File: config.mk
export PLATFORM = sky130hd
export DESIGN_NAME = fila_sched_flat
export DESIGN_NICKNAME = d
export VERILOG_FILES = /design/src/rtl/fila_pkg.sv /design/src/rtl/fila_sched_if.sv /design/src/rtl/fila_sched_rr_arbiter.sv /design/src/rtl/fila_sched.sv /design/src/flat_wrapper.sv
export SDC_FILE = /design/constraint.sdc
export NUM_CORES = 1
export LEC_CHECK = 0
export ABC_AREA = 1
export ABC_CLOCK_PERIOD_IN_PS = 3700
export BUFFER_PORTS_ARGS = -buffer_cell sky130_fd_sc_hd__buf_2
export CAP_MARGIN = 10
export CORE_MARGIN = 4
export CORE_UTILIZATION = 54
export CTS_CLUSTER_SIZE = 20
export DETAILED_ROUTE_END_ITERATION = 12
export PLACE_DENSITY = 0.92
export SETUP_SLACK_MARGIN = 0.2
export SKIP_CTS_REPAIR_TIMING = 1
export SYNTH_ARGS = -nofsm -noshare
export SYNTH_HDL_FRONTEND = slang
export SYNTH_SLANG_ARGS = --single-unit
File: constraint.sdc
create_clock -name clk_10KHz -period 3.7 [get_ports clk_10KHz]
set_clock_uncertainty 0.1 [all_clocks]
set_input_delay 0.37 -clock clk_10KHz [delete_from_list [all_inputs] [get_ports clk_10KHz]]
set_output_delay 0.37 -clock clk_10KHz [all_outputs]
set_load 0.03 [all_outputs]
File: src/rtl/fila_pkg.sv
// Shared types and constants for the fila queue scheduler.
package fila_pkg;

   typedef enum logic [2:0] {
      IDLE      = 3'd0,
      ENQ       = 3'd1,
      DEQ_ISSUE = 3'd2,
      DEQ_WAIT  = 3'd3,
      DEQ_DONE  = 3'd4
   } state_t;

   typedef enum logic {
      PUSH = 1'b0,
      POP  = 1'b1
   } last_op_t;

   // Cycles between the queue dequeue strobe and a stable data_out
   localparam int unsigned DEQ_WAIT_CYCLES = 3;
   localparam int unsigned WAIT_CNT_W      = $clog2(DEQ_WAIT_CYCLES);

endpackage

File: src/rtl/fila_sched_if.sv
// Producer/consumer side of the fila scheduler: N_REQ push ports and one pop port.
interface fila_sched_if #(
   parameter int unsigned N_REQ = 4,
   parameter int unsigned DW    = 8
);
   logic [N_REQ-1:0]    req_valid;
   logic [N_REQ*DW-1:0] req_data;
   logic [N_REQ-1:0]    req_ack;
   logic                pop_req;
   logic                pop_valid;
   logic [DW-1:0]       pop_data;

   modport master (
      output req_valid, req_data, pop_req,
      input  req_ack, pop_valid, pop_data
   );

   modport slave (
      input  req_valid, req_data, pop_req,
      output req_ack, pop_valid, pop_data
   );
endinterface

File: src/rtl/fila_sched_rr_arbiter.sv
// Combinational round-robin pick: lowest requesting index at or after rr_ptr, wrapping.
module rr_arbiter #(
   parameter int unsigned N_REQ = 4,
   parameter int unsigned IDX_W = $clog2(N_REQ)
) (
   input  logic [N_REQ-1:0] req,
   input  logic [IDX_W-1:0] rr_ptr,
   output logic [IDX_W-1:0] grant_c,
   output logic             any_req_c
);

   logic [IDX_W:0] sum_c;
   logic [IDX_W-1:0] idx_c;

   always_comb begin
      grant_c   = '0;
      any_req_c = 1'b0;
      sum_c     = '0;
      idx_c     = '0;
      for (int k = 0; k < int'(N_REQ); k++) begin
         sum_c = {1'b0, rr_ptr} + (IDX_W+1)'(k);
         if (sum_c >= (IDX_W+1)'(N_REQ)) begin
            sum_c = sum_c - (IDX_W+1)'(N_REQ);
         end
         idx_c = IDX_W'(sum_c);
         if (!any_req_c && req[idx_c]) begin
            any_req_c = 1'b1;
            grant_c   = idx_c;
         end
      end
   end

endmodule

File: src/rtl/fila_sched.sv
// Round-robin push / pop scheduler in front of the 8-entry fila byte queue.
// Optional FILA_SCHED_CHECK_EN: sticky err when q_len disagrees with the shadow count.
module fila_sched
   import fila_pkg::*;
#(
   parameter int unsigned N_REQ = 4,
   parameter int unsigned DEPTH = 8,
   parameter int unsigned DW    = 8,
   parameter int unsigned CNT_W = $clog2(DEPTH+1)
) (
   input  logic             clk_10KHz,
   input  logic             reset,
   fila_sched_if.slave      bus,
   output logic [DW-1:0]    q_data_in,
   output logic             q_enqueue,
   output logic             q_dequeue,
   input  logic [DW-1:0]    q_data_out,
   input  logic [7:0]       q_len,
   output logic [CNT_W-1:0] count,
   output logic             full,
   output logic             empty,
   output logic             err
);

   localparam int unsigned IDX_W = $clog2(N_REQ);

   state_t                state, state_nxt;
   last_op_t              last_op;
   logic [IDX_W-1:0]      rr_ptr;
   logic [IDX_W-1:0]      grant_c;
   logic                  any_req_c;
   logic [WAIT_CNT_W-1:0] wait_cnt;
   logic                  push_ok_c, pop_ok_c;
   logic [DW-1:0]         req_bytes [N_REQ];

   for (genvar g = 0; g < int'(N_REQ); g++) begin : g_bytes
      assign req_bytes[g] = bus.req_data[g*DW +: DW];
   end

   rr_arbiter #(.N_REQ(N_REQ), .IDX_W(IDX_W)) u_arb (
      .req       (bus.req_valid),
      .rr_ptr    (rr_ptr),
      .grant_c   (grant_c),
      .any_req_c (any_req_c)
   );

   assign push_ok_c = any_req_c & ~full;
   assign pop_ok_c  = bus.pop_req & ~empty;

   always_ff @(posedge clk_10KHz or posedge reset) begin
      if (reset) state <= IDLE;
      else       state <= state_nxt;
   end

   // On a push/pop tie the operation type not used last goes first
   always_comb begin
      state_nxt = state;
      case (state)
         IDLE: begin
            if (push_ok_c && (!pop_ok_c || last_op == POP)) state_nxt = ENQ;
            else if (pop_ok_c)                             state_nxt = DEQ_ISSUE;
         end
         ENQ:       state_nxt = IDLE;
         DEQ_ISSUE: state_nxt = DEQ_WAIT;
         DEQ_WAIT:  if (wait_cnt == '0) state_nxt = DEQ_DONE;
         DEQ_DONE:  state_nxt = IDLE;
         default:   state_nxt = IDLE;
      endcase
   end

   // Registered strobes are launched on the edge that enters the owning state
   always_ff @(posedge clk_10KHz or posedge reset) begin
      if (reset) begin
         bus.req_ack   <= '0;
         bus.pop_valid <= 1'b0;
         bus.pop_data  <= '0;
         q_data_in     <= '0;
         q_enqueue     <= 1'b0;
         q_dequeue     <= 1'b0;
         count         <= '0;
         full          <= 1'b0;
         empty         <= 1'b1;
         rr_ptr        <= '0;
         last_op       <= POP;
         wait_cnt      <= '0;
      end else begin
         bus.req_ack   <= '0;
         bus.pop_valid <= 1'b0;
         q_enqueue     <= 1'b0;
         q_dequeue     <= 1'b0;

         if (state == IDLE && state_nxt == ENQ) begin
            bus.req_ack <= N_REQ'(1) << grant_c;
            q_data_in   <= req_bytes[grant_c];
            q_enqueue   <= 1'b1;
            rr_ptr      <= (grant_c == IDX_W'(N_REQ - 1)) ? '0 : grant_c + IDX_W'(1);
            last_op     <= PUSH;
            count       <= count + CNT_W'(1);
            full        <= (count + CNT_W'(1) == CNT_W'(DEPTH));
            empty       <= 1'b0;
         end

         if (state == IDLE && state_nxt == DEQ_ISSUE) begin
            q_dequeue <= 1'b1;
            last_op   <= POP;
         end

         if (state == DEQ_ISSUE) begin
            wait_cnt <= WAIT_CNT_W'(DEQ_WAIT_CYCLES - 1);
         end

         if (state == DEQ_WAIT) begin
            wait_cnt <= wait_cnt - WAIT_CNT_W'(1);
            if (wait_cnt == '0) begin
               bus.pop_data  <= q_data_out;
               bus.pop_valid <= 1'b1;
               count         <= count - CNT_W'(1);
               full          <= 1'b0;
               empty         <= (count == CNT_W'(1));
            end
         end
      end
   end

`ifdef FILA_SCHED_CHECK_EN
   logic idle_d;

   // First IDLE cycle is skipped because len_out trails the last operation
   always_ff @(posedge clk_10KHz or posedge reset) begin
      if (reset) begin
         idle_d <= 1'b0;
         err    <= 1'b0;
      end else begin
         idle_d <= (state == IDLE);
         if (state == IDLE && idle_d && q_len != 8'(count)) err <= 1'b1;
      end
   end
`else
   logic unused_q_len;
   assign unused_q_len = ^q_len;
   assign err          = 1'b0;
`endif

endmodule

File: src/flat_wrapper.sv
// flat-port wrapper written by rule: the top's interface ports become plain ports
module fila_sched_flat import fila_pkg::*;
#(
   parameter int unsigned N_REQ = 4,
   parameter int unsigned DEPTH = 8,
   parameter int unsigned DW    = 8,
   parameter int unsigned CNT_W = $clog2(DEPTH+1)
)
  (clk_10KHz, reset, q_data_in, q_enqueue, q_dequeue, q_data_out, q_len, count, full, empty, err, bus_req_valid, bus_req_data, bus_pop_req, bus_req_ack, bus_pop_valid, bus_pop_data);
  fila_sched_if #(.N_REQ(N_REQ), .DW(DW)) bus_i ();
  input  logic clk_10KHz;
  input  logic reset;
  output logic [DW-1:0] q_data_in;
  output logic q_enqueue;
  output logic q_dequeue;
  input  logic [DW-1:0] q_data_out;
  input  logic [7:0] q_len;
  output logic [CNT_W-1:0] count;
  output logic full;
  output logic empty;
  output logic err;
  input wire logic [$bits(bus_i.req_valid)-1:0] bus_req_valid;
  input wire logic [$bits(bus_i.req_data)-1:0] bus_req_data;
  input wire logic [$bits(bus_i.pop_req)-1:0] bus_pop_req;
  output wire logic [$bits(bus_i.req_ack)-1:0] bus_req_ack;
  output wire logic [$bits(bus_i.pop_valid)-1:0] bus_pop_valid;
  output wire logic [$bits(bus_i.pop_data)-1:0] bus_pop_data;
  assign bus_i.req_valid = bus_req_valid;
  assign bus_i.req_data = bus_req_data;
  assign bus_i.pop_req = bus_pop_req;
  assign bus_req_ack = bus_i.req_ack;
  assign bus_pop_valid = bus_i.pop_valid;
  assign bus_pop_data = bus_i.pop_data;
  fila_sched #(.N_REQ(N_REQ), .DEPTH(DEPTH), .DW(DW), .CNT_W(CNT_W)) u_core (.clk_10KHz(clk_10KHz), .reset(reset), .bus(bus_i), .q_data_in(q_data_in), .q_enqueue(q_enqueue), .q_dequeue(q_dequeue), .q_data_out(q_data_out), .q_len(q_len), .count(count), .full(full), .empty(empty), .err(err));
endmodule
---- Word-level counts from Yosys, hierarchy flattened ----
Index checks and enable logic that the tools add are counted.
word-level totals
  register bits ........................... 37
  input bits .............................. 55
  output and inout port bits .............. 30
  word-level logic and storage cells ...... 108
operators by class
  add/sub/neg operators ................... 11
  order comparisons ....................... 9
  equality and inequality tests ........... 7
  shift operators ......................... 1
  mux-type cells .......................... 46
  bitwise operators ....................... 5
  reductions and logical operators ........ 16
operators by type and width
  cell                                                  count
  2-to-1 mux 2 bit                                      11
  2-to-1 mux 1 bit                                      20
  binary-select mux 8 bit (select 2 bit)                1
  2-to-1 mux 4 bit                                      4
  2-to-1 mux 8 bit                                      2
  >= comparator 3 bit (second input constant)           4
  < comparator 2 x 3 -> 1 bit (second input constant)   4
  subtractor 2 x 1 -> 2 bit (second input constant)     5
  == test 3 x 2 -> 1 bit (second input constant)        3
  2-to-1 mux 3 bit                                      3
  one-hot mux 3 bit (3 select lines)                    1
  binary-select mux 1 bit (select 2 bit)                4
  adder 2 x 2 -> 3 bit (second input constant)          2
  logical AND 1 bit                                     6
  adder 4 x 1 -> 4 bit (second input constant)          1
  == test 4 x 1 -> 1 bit (second input constant)        1
  == test 4 bit (second input constant)                 1
  zero test 1 bit                                       4
  nonzero test 2 bit                                    2
  << shifter 1 x 2 -> 4 bit (first input constant)      1
  subtractor 4 x 1 -> 4 bit (second input constant)     1
  adder 2 x 1 -> 3 bit (second input constant)          1
  == test 3 x 1 -> 1 bit (second input constant)        1
  >= comparator 2 x 3 -> 1 bit (second input constant)  1
  9 further kinds                                       11

---- Depth between registers and ports, before layout ----
  depth in word-level cells ............... 23
  mapped depth ............................ 15
  gate-level depth less buffers ........... 14

---- Modules after synthesis ----
From an unflattened synthesis, not the netlist that was laid out.
unflattened totals
  cell total of the unflattened synthesis .. 290
  area, all modules ....................... 2212.1 um^2
by module, submodules not included
  module      instances  cells an instance  area each (um^2)
  fila_sched  1          231                1893.1
  rr_arbiter  1          59                 319.1

---- Worst setup path after synthesis ----
Ideal clock, no wire load.
  kind .................................... register to register
  start ................................... register u_core.rr_ptr[0]
  end ..................................... register u_core.rr_ptr[0]
  setup time .............................. 0.076 ns
  arrival ................................. 1.794 ns
  required time ........................... 3.524 ns
  path slack .............................. 1.730 ns
  cell stages (with the launch flop) ...... 15
  buffers on the path ..................... 2
  cell sequence ........................... dfrtp_1 buf_6 nand2_2 nand3_2 nand2_2 nor2_1 nor2_2 nand2_4 nand2_4 buf_6 inv_1 ha_1 inv_1 nand3_1 o21ai_1
on the way
  cells in the longest elaborated chain, start to end .. 20
  elaborated cells on any way between the ends .. 46
  those cells by class .................... add/sub (8); order compare (4); eq/ne (2); mux (23); bitwise (1); reduce/logical (8)
ends and longest elaborated chain
  element                                                                        RTL line          RTL
  start, declared                                                                fila_sched.sv:29  logic [IDX_W-1:0] rr_ptr;
  start signal, assigned                                                         fila_sched.sv:96  rr_ptr <= (grant_c == IDX_W'(N_REQ - 1)) ? '0 : grant_c + IDX_W'(1);
  parallel branches: the longest is 20 deep, another holds adder 2 x 1 -> 3 bit  -
Parallel ways; which one is timed is not known. The select of a mux whose other input is x is not followed.
A chain may end at the register's enable or synchronous reset.

---- Worst setup path in the final report ----
  start ................................... register u_core.rr_ptr[0]
  end ..................................... register u_core.q_data_in[4]
on the way
  cells in the longest elaborated chain, start to end .. 20
  elaborated cells on any way between the ends .. 47
  those cells by class .................... add/sub (7); order compare (4); eq/ne (1); mux (25); bitwise (2); reduce/logical (8)
ends and longest elaborated chain
  element                                                                        RTL line          RTL
  parallel branches: the longest is 20 deep, another holds adder 2 x 1 -> 3 bit  -
  end signal, assigned                                                           fila_sched.sv:94  q_data_in <= req_bytes[grant_c];
  end, declared                                                                  fila_sched.sv:14  output logic [DW-1:0] q_data_in,
Parallel ways; which one is timed is not known. The select of a mux whose other input is x is not followed.

==> results.yml <==
worst_setup_path:
  rr_startpoint: "u_core.rr_ptr[0]"
  cp_data_required_time_ns: 3.78
  crit_top_cell: "nand2_1"
  timing.critical_path.fanout_max: 21
  path_cells: "inv_2, nand2_1, nand2_1, nand2_1, nand2_4, nor2_8, nand3b_1, nand2_1, nand2_2, nand2_2, inv_1, nand2_1, nand2_1"
  cp-start-kind: "flop"
  reg2reg_depth: 13
  cp-startpoint: "u_core.rr_ptr[0]"
  cp-end-kind: "flop"
  worstReg2RegEnd: "u_core.q_data_in[4]"
  cp_slowest_cell: "dfrtp_1"
  rrSetupSlack_ns: 1.05
  arrival_ns: 2.73
  criticalPathCategory: "flop to flop"
  critical-path-max-stage-delay_ns: 0.63
detailed_routing:
  antenna_left: 0
  detail_route.first_pass.iterations: 4
  avgViaCountPerCell: 4.96
  route.detailed.drc: 0
  dr.first_iter.drc_count: 143
  wire_per_inst_um: 12.3
  dr_total_vias: 2222
  routed_wl_mm: 5.50
timing:
  maxSlewViolCount: 0
  tightest_slew_ns: 0.522
  finalHoldViolCount: 0
  fin_crit_sh_pct: 71.6
  finalSetupViolCount: 0
  timing.fmax_mhz: 378
  grt_setup_unrepaired: "no"
  tns_ns: 0
  whs_ns: 0.0720
  finalCriticalPeriod_ns: 2.65
  slew_headroom_pct: 64.9
power:
  ir_worst_vdd_v: 0.000664
  p_leak_nw: 1.73
  power_density_nw_per_um2: 1050
floorplan:
  io_pins: 85
  fp.dieW_um: 74.6
  initial_utilization_pct: 57.8
  row_count: 23
  die_y_um: 74.6
  coreArea_um2: 4140
  die-area_um2: 5560
cts:
  cts_tree: "yes"
  worstSkewPairLatency_ns: 0.29
  numCtsBuffers: 5
  root_buffer: "clkbuf_8"
  cts_buffer_depth: 2
  clkTransAtPathRegs_ns: 0.07
  htreeDepth: 2
  cts_sinks: 37
synthesis:
  synth_seq_cells: 37
  netlist_instances: 324
  avgSynthCellArea_um2: 7.39
  synth.net_count: 387
  ys_seq_area_share_pct: 38.8
  yosysTopAreaCell: "dfrtp_1"
  synth_top_area_share_pct: 36.6
  synth_area_leaders: "dfrtp_1, nand2_1, inv_1, nand3_1, ha_1"
  syn_area_um2: 2390
  yosysWarnings: 0
  synth_cell_types: 33
layout:
  nFillCells: 334
  final_area_um2: 2860
  area_growth_pct: 19.6
  final_nets: 460
  layout_common_cells: "nand2_1, buf_2, inv_1, dfrtp_1, nand3_1"
  diodes: 0
  drive_above_1_share_pct: 30.7
  final_common_cell: "nand2_1"
  fin_cells: 448
global_route:
  groute.usage.overall_pct: 21.0
  antenna_found_initial: 0
  grt-ovfl-total: 0
  grt_pass1_wl_mm: 8.89
  grt_max_degree: 38
  grt_pass1_vias: 2083
place:
  place.gp.congestion: 0.899
  place_area_um2: 2760
  port_buffers: 75
  place_inst: 440
  post-dp-hpwl_mm: 4.09
worst_hold_path:
  hold_path_class: "input pin to asynchronous set/reset pin"
outcome:
  run_status: "finished, final reports clean"
flow_run:
  drv_cap: 0
[state kept, by name (all words and copies together) (netlist names)]
name	flops
u_core.bus.pop_data	8
u_core.wait_cnt	2
u_core.bus.req_ack	4
u_core.q_dequeue	1
u_core.q_data_in	8
u_core.state	3
u_core.empty	1
u_core.full	1
u_core.count	4
u_core.rr_ptr	2
u_core.q_enqueue	1
u_core.bus.pop_valid	1
u_core.last_op	1
[area by class of cell]
| class | count | area, µm² | area share [%] |
|---|---|---|---|
| clock inverter | 1 | 5.00 | 0.175 |
| sequential | 37 | 928 | 32.4 |
| inverter | 56 | 210 | 7.34 |
| clock buffer | 7 | 96.3 | 3.36 |
| tap | 50 | 62.6 | 2.18 |
| timing repair buffer | 77 | 390 | 13.6 |
| multi-input combinational | 220 | 1170 | 40.9 |
[worst max path at each step]
stage	to	slack, ns
2_1_floorplan	u_core.rr_ptr[0]	1.73
5_1_grt	u_core.q_data_in[4]	0.82
6_report	u_core.q_data_in[4]	1.05
3_5_place_dp	u_core.q_data_in[4]	1.10
3_3_place_gp	u_core.q_data_in[4]	1.16
4_1_cts	u_core.q_data_in[4]	1.09
[through the flow]
stage	utilization (%)	worst slack (ns)	power [mW]
floorplan	-	1.73	2.32
global placement	66.7	1.16	2.61
detailed placement	66.7	1.10	2.69
CTS	69.1	1.09	3.02
global route	69.1	0.819	3.28
finish	69.1	1.05	3.02
[where the power goes]
group	leakage (nW)	switching, mW	internal [mW]
clock network	0.0542	0.142	0.168
logic	1.22	1.37	0.601
registers	0.458	0.143	0.594
[synth_stat cells]
| master | number |
|---|---|
| nand2_1 | 107 |
| inv_1 | 53 |
| dfrtp_1 | 35 |
| nand3_1 | 31 |
| nand2_2 | 15 |
| nand3b_1 | 10 |
| ha_1 | 8 |
| nor2_1 | 8 |
| nand2_4 | 5 |
| nand4_1 | 5 |
| nor2_2 | 5 |
| o21ai_0 | 5 |
| buf_6 | 4 |
| buf_4 | 3 |
| inv_2 | 3 |
| nor3_1 | 3 |
| xor2_1 | 3 |
| a21oi_1 | 2 |
| buf_2 | 2 |
| clkbuf_1 | 2 |
| dfstp_2 | 2 |
| nand3_2 | 2 |
| a21oi_2 | 1 |
| a31oi_1 | 1 |
| conb_1 | 1 |
| nand3_4 | 1 |
| nor2_8 | 1 |
| o21ai_1 | 1 |
| o21ai_2 | 1 |
| o21bai_1 | 1 |
| o31ai_1 | 1 |
| or2_2 | 1 |
| xnor2_1 | 1 |
[logic make-up (layout without fill, tap and decap cells)]
| kind of cell | after synthesis | after routing | synth area share (%) |
|---|---|---|---|
| adders and majority gates | 8 | 8 | 4.18 |
| AOI/OAI and AO/OA | 13 | 13 | 3.29 |
| and+or+nand+nor | 194 | 194 | 39.8 |
| DFF | 37 | 37 | 38.8 |
| buffers and inverters | 67 | 141 | 12.3 |
| xor gates and xnor gates | 4 | 4 | 1.46 |
| other | 1 | 1 | 0.157 |
[routing by layer]
metal	part of all wire, %	routed length, µm	track usage, %
met5	0	0	0
met4	1.9	105	8.89
met3	5.3	292	3.92
met2	52	2870	37.5
met1	41	2230	24.5
[critical path: cells and delay by family, from the launching register on]
family | cells | cell delay [ns]
and+or+nand+nor | 11 | 1.35
DFF | 1 | 0.63
buffers and inverters | 2 | 0.47
Note: power is estimated with default switching activity, not from simulation.
